## config.mk

```make
export PLATFORM = sky130hd
export DESIGN_NAME = mem_port_arb
export DESIGN_NICKNAME = d
export VERILOG_FILES = /design/src/rtl/mem_port_arb.sv
export SDC_FILE = /design/constraint.sdc
export NUM_CORES = 1
export LEC_CHECK = 0
export BUFFER_PORTS_ARGS = -buffer_cell sky130_fd_sc_hd__buf_2
export CAP_MARGIN = 0
export CORE_MARGIN = 2
export CORE_UTILIZATION = 25
export DETAILED_ROUTE_END_ITERATION = 6
export GPL_ROUTABILITY_DRIVEN = 0
export MAX_ROUTING_LAYER = met4
export SYNTH_ARGS = -nofsm -noshare
export SYNTH_HDL_FRONTEND = slang
export SYNTH_SLANG_ARGS = --single-unit
```

## constraint.sdc

```tcl
create_clock -name clk -period 3.95 [get_ports clk]
set_clock_uncertainty 0.2 [all_clocks]
set_input_delay 0.5925 -clock clk [delete_from_list [all_inputs] [get_ports clk]]
set_output_delay 0.5925 -clock clk [all_outputs]
set_load 0.005 [all_outputs]
```

## src/rtl/mem_port_arb.sv

```systemverilog
// ---------------------------------------------------------------------------
// mem_port_arb
//
// Shares one single-ported, synchronous-read 32-bit word SRAM between the
// core instruction-fetch port (I) and the core data port (D). At most one
// request is granted per cycle. The grant is combinational in the request
// cycle, and the response (val, rdata, pc/tag, error) appears exactly one
// cycle later. Conflicts are resolved round-robin on rr_last.
//
// Optional feature (macro MEM_PORT_ARB_RANGE_CHECK_EN):
//   defined   - a request with addr[31:AW+2] != 0 is granted without touching
//               the SRAM and is answered with *_error=1 and rdata=0.
//   undefined - upper address bits are ignored (aliasing) and *_error is 0.
//
// Ports:
//   clk, rst              clock, asynchronous active-high reset
//   core__i_*             fetch request (addr, ren)
//   i__core_*             fetch accept and response (val, error, rdata, pc)
//   core__d_*             data request (addr, wdata, ren, wen, req_tag)
//   d__core_*             data accept and response (val, error, rdata, resp_tag)
//   mem_*                 SRAM drive (en, wen, addr, wdata) and read data
// ---------------------------------------------------------------------------
module mem_port_arb #(
   parameter int DEPTH = 16384
) (
   input  logic                     clk,
   input  logic                     rst,

   input  logic [31:0]              core__i_addr,
   input  logic                     core__i_ren,
   output logic                     i__core_accept,
   output logic                     i__core_val,
   output logic                     i__core_error,
   output logic [31:0]              i__core_rdata,
   output logic [31:0]              i__core_pc,

   input  logic [31:0]              core__d_addr,
   input  logic [31:0]              core__d_wdata,
   input  logic                     core__d_ren,
   input  logic [3:0]               core__d_wen,
   input  logic [10:0]              core__d_req_tag,
   output logic                     d__core_accept,
   output logic                     d__core_val,
   output logic                     d__core_error,
   output logic [31:0]              d__core_rdata,
   output logic [10:0]              d__core_resp_tag,

   output logic                     mem_en,
   output logic [3:0]               mem_wen,
   output logic [$clog2(DEPTH)-1:0] mem_addr,
   output logic [31:0]              mem_wdata,
   input  logic [31:0]              mem_rdata
);

   localparam int AW = $clog2(DEPTH);

   typedef enum logic {
      PORT_I = 1'b0,
      PORT_D = 1'b1
   } port_e;

   // Request decode and grant
   logic        req_i;
   logic        req_d;
   logic        grant_i;
   logic        grant_d;
   logic        is_store;
   logic [31:0] sel_addr;
   logic        range_err;

   // Registered state
   port_e       rr_last_q,  rr_last_d;
   logic        i_val_q,    i_val_d;
   logic        d_val_q,    d_val_d;
   logic        err_q,      err_d;
   logic        store_q,    store_d;
   logic [10:0] tag_q,      tag_d;
   logic [31:0] pc_q,       pc_d;
   logic [31:0] i_rdata_q,  i_rdata_d;
   logic [31:0] d_rdata_q,  d_rdata_d;

   // Response data as seen in a val cycle
   logic [31:0] i_resp_data;
   logic [31:0] d_resp_data;

   // Address bits that never reach the SRAM are folded here on purpose.
   logic        addr_unused;
   assign addr_unused = ^{core__i_addr, core__d_addr};

   always_comb begin
      req_i    = core__i_ren;
      req_d    = core__d_ren | (|core__d_wen);
      is_store = |core__d_wen;

      // D wins unless I is also requesting and D was the last port served.
      // Nothing is granted while reset is asserted.
      grant_d  = ~rst & req_d & (~req_i | (rr_last_q == PORT_I));
      grant_i  = ~rst & req_i & ~grant_d;

      sel_addr = grant_d ? core__d_addr : core__i_addr;

`ifdef MEM_PORT_ARB_RANGE_CHECK_EN
      range_err = (grant_i | grant_d) & (|sel_addr[31:AW+2]);
`else
      range_err = 1'b0;
`endif

      // Out-of-range requests are still accepted but never reach the SRAM.
      mem_en    = (grant_i | grant_d) & ~range_err;
      mem_wen   = {4{grant_d & is_store & ~range_err}} & core__d_wen;
      mem_addr  = sel_addr[AW+1:2];
      mem_wdata = core__d_wdata;
   end

   always_comb begin
      rr_last_d = rr_last_q;
      if (grant_d) begin
         rr_last_d = PORT_D;
      end else if (grant_i) begin
         rr_last_d = PORT_I;
      end

      i_val_d = grant_i;
      d_val_d = grant_d;
      err_d   = range_err;
      store_d = grant_d & is_store;
      tag_d   = grant_d ? core__d_req_tag : tag_q;
      pc_d    = grant_i ? core__i_addr : pc_q;

      // SRAM data is only meaningful for a real read; errored accesses and
      // stores return zero.
      i_resp_data = err_q ? 32'd0 : mem_rdata;
      d_resp_data = (err_q | store_q) ? 32'd0 : mem_rdata;

      // Outside val cycles the rdata outputs hold the last returned value.
      i_rdata_d = i_val_q ? i_resp_data : i_rdata_q;
      d_rdata_d = d_val_q ? d_resp_data : d_rdata_q;
   end

   always_ff @(posedge clk or posedge rst) begin
      if (rst) begin
         rr_last_q <= PORT_I;
         i_val_q   <= 1'b0;
         d_val_q   <= 1'b0;
         err_q     <= 1'b0;
         store_q   <= 1'b0;
         tag_q     <= '0;
         pc_q      <= '0;
         i_rdata_q <= '0;
         d_rdata_q <= '0;
      end else begin
         rr_last_q <= rr_last_d;
         i_val_q   <= i_val_d;
         d_val_q   <= d_val_d;
         err_q     <= err_d;
         store_q   <= store_d;
         tag_q     <= tag_d;
         pc_q      <= pc_d;
         i_rdata_q <= i_rdata_d;
         d_rdata_q <= d_rdata_d;
      end
   end

   assign i__core_accept   = grant_i;
   assign d__core_accept   = grant_d;
   assign i__core_val      = i_val_q;
   assign d__core_val      = d_val_q;
   assign i__core_error    = i_val_q & err_q;
   assign d__core_error    = d_val_q & err_q;
   assign i__core_rdata    = i_rdata_d;
   assign d__core_rdata    = d_rdata_d;
   assign i__core_pc       = pc_q;
   assign d__core_resp_tag = tag_q;

endmodule

```

==> results.py <==
metrics = {
    "run_status": {
        "run_status": "complete, no violations",
    },
    "global_routing": {
        "grt_max_degree": 53,
        "grt_pass1_vias": 3590,
        "globalRouteTotalUtil_pct": 12.8,
        "grt_pass1_wl_um": 19600,
        "grt-ovfl-total": 0,
        "antenna_found_initial": 1,
    },
    "cells_and_area": {
        "finish.net_count": 744,
        "utilization_pct": 32.9,
        "post_layout_nonfiller_instances": 868,
        "final_layout_size_suffix_gt1_share_pct": 52.2,
        "flow.area_growth_from_synthesis_pct": 30.4,
        "finish.instance_area_um2": 6350,
    },
    "route": {
        "wl_met2_um": 5990,
        "routed-via-count": 3662,
        "drt-initial-drc-count": 157,
        "detail_route.drc_violations": 0,
        "via_per_inst": 4.22,
        "wl_met1_um": 5680,
        "finalWirelength_um": 13000,
        "detail_route.wl_per_cell_um": 15.0,
        "antenna_nets_post_route": 0,
        "routed.top_layer": "met4",
        "first_pass_iters": 4,
        "met3WireLength_um": 1090,
    },
    "timing": {
        "final_hold_viol_count": 0,
        "period_minus_slack_ns": 3.02,
        "timing.slew.headroom_pct": 55.0,
        "final_min_period_over_clock_period_pct": 76.3,
        "slew_violations": 0,
        "timing.fmax_mhz": 332,
        "final_report_setup_violation_count": 0,
        "rsz0062_at_grt": "no",
        "tightest_slew_ns": 0.675,
        "setup_total_negative_slack_ns": 0,
    },
    "min_path": {
        "min-delay-path-class": "in -> async",
    },
    "clock_tree": {
        "clockBufferDepth": 2,
        "postCtsHoldBufs": 0,
        "clkSinkCount": 111,
        "clock-root-buffer": "clkbuf_16",
        "cts_tree": "yes",
        "cts_inserted_buffers": 9,
        "clock_tree.htree_level_count": 3,
        "worstSkewPairLatency_ns": 0.35,
        "cts_resized": 0,
        "postCtsSetupRepairBufs": 0,
        "clk_pin_slew_worst_paths_ns": 0.07,
    },
    "yosys": {
        "yosysTopAreaCellShare_pct": 57.1,
        "ys_warn_count": 0,
        "synth_area_per_cell_um2": 11.9,
        "adder_cell_fraction_of_synth_area_pct": 0,
        "synth_top_cells_by_area": "dfrtp_1 57%, mux2_2 13%, a32o_1 6.6%",
        "dominant_combinational_cell_family_by_area_after_synthesis": "multiplexers",
        "yosys-mux-area-fraction_pct": 13.2,
        "yosysTopAreaCell": "dfrtp_1",
        "syn-cell-area_um2": 4870,
        "postSynthCellCount": 410,
        "postSynthRegisterBits": 111,
        "netlist-cell-type-count": 22,
        "synth_compound_gate_area_share_pct": 10.3,
        "synth_seq_area_share_pct": 57.1,
        "synth_simple_gate_area_share_pct": 8.61,
        "synthXorXnorAreaFrac_pct": 0,
    },
    "critical_path": {
        "crit_path_category": "in -> out",
        "r2r_slack_ns": 2.17,
        "critical_path_arrival_ns": 2.22,
        "worst_ep_required_time_ns": 3.16,
        "r2r.worst_path.cells": 4,
        "timing.critical_path.to_type": "primary output",
        "launching_element_type_of_the_critical_path": "primary input",
        "crit_fanout": 44,
    },
    "pwr": {
        "max-vdd-ir-drop_mv": 0.185,
        "leakagePower_uw": 0.00311,
        "power_density_nw_per_um2": 517,
    },
    "die": {
        "floorplan.die.height_um": 144,
        "die_x_um": 144,
        "fp.coreArea_um2": 19300,
        "rows": 51,
        "io-pin-count": 311,
        "design.die.area_um2": 20600,
        "initial_util_pct": 25.3,
    },
    "placement": {
        "placed_cells": 851,
        "placement.io_buffers": 226,
        "place.detailed.hpwl_um": 9180,
        "placed_cell_area_um2": 6050,
    },
    "job": {
        "number_of_maximum_capacitance_violations": 0,
    },
}
[final cells by class]
class | count | area (um^2)
timing repair buffer | 236 | 1220
multi-input combinational | 204 | 1590
tap | 265 | 332
clock inverter | 6 | 68.8
inverter | 35 | 134
fill | 2036 | 12900
sequential | 111 | 2780
clock buffer | 9 | 225
antenna | 2 | 5.00
[placed cells by master, fill, tap and decap left out, types with 2 or more instances in the layout]
cell	netlist	layout
buf_2	4	226
dfrtp_1	111	111
mux2_2	57	57
and2_1	38	38
inv_1	35	34
o21ai_0	33	33
a32o_1	32	32
nand2_1	30	30
clkbuf_16	0	9
buf_4	34	9
nand3b_1	3	3
diode_2	0	2
nor2b_2	0	2
conb_1	1	2
inv_6	0	2
[per-stage QoR]
step / setup WS (ns) / hold WS (ns) / power [uW]
CTS: 0.928 / 0.225 / 3350
global placement: 0.942 / 0.276 / 2380
floorplan: 0.227 / 0.286 / 1970
detailed placement: 0.932 / 0.284 / 2400
finish: 0.935 / 0.187 / 3280
global route: 0.882 / 0.247 / 3510
[state kept, by name (all words and copies together), names as in the netlist]
signal / flops
d__core_val: 1
i__core_pc: 32
i__core_val: 1
rr_last_q: 1
d_rdata_q: 32
store_q: 1
d__core_resp_tag: 11
i_rdata_q: 32
[Yosys cell counts, drive strengths merged]
| cell type | n |
|---|---|
| inv | 35 |
| nor2b | 2 |
| nand3b | 3 |
| nor3 | 1 |
| or4 | 1 |
| nand2 | 30 |
| and2 | 38 |
| or4b | 1 |
| dfrtp | 111 |
| a32o | 32 |
| o22ai | 1 |
| o21ai | 34 |
| conb | 1 |
| nor2 | 1 |
| mux2 | 57 |
| buf | 45 |
| a21oi | 1 |
| clkbuf | 16 |
[power by group]
group,internal [uW],switching [uW],total (uW)
logic,464,416,880
registers,1390,84.2,1470
clock network,494,434,928
total,2350,934,3280
[per-layer routing]
layer  up-vias  GRT usage [%]
li1       1729              -
met1      1763           15.9
met2       152           19.5
met3        18           4.63
met4         0           4.08
met5         -              -
[kinds of logic after synthesis]
logic type / after synthesis
other: 1
AND/OR/NAND/NOR: 77
AO/OA/AOI/OAI: 68
multiplexers: 57
flip-flops: 111
buffers and inverters: 96
[worst max-delay path, stage by stage]
cell	delay, ns
buf_2	0.10
or4_4	0.57
o21ai_4	0.18
buf_12	0.26
mux2_2	0.36
buf_2	0.13
[final timing paths]
path | from | end
worst min register to register | i_rdata_q[7] | i_rdata_q[7]
worst max register to register | rr_last_q | d__core_resp_tag[10]
worst min-delay path | rst | rr_last_q
max in group asynchronous | rst | d_rdata_q[1]
min in group clk | core__d_req_tag[7] | d__core_resp_tag[7]
worst max-delay path | core__d_wen[0] | mem_addr[12]
No activity file was read; power rests on OpenSTA's default activity.
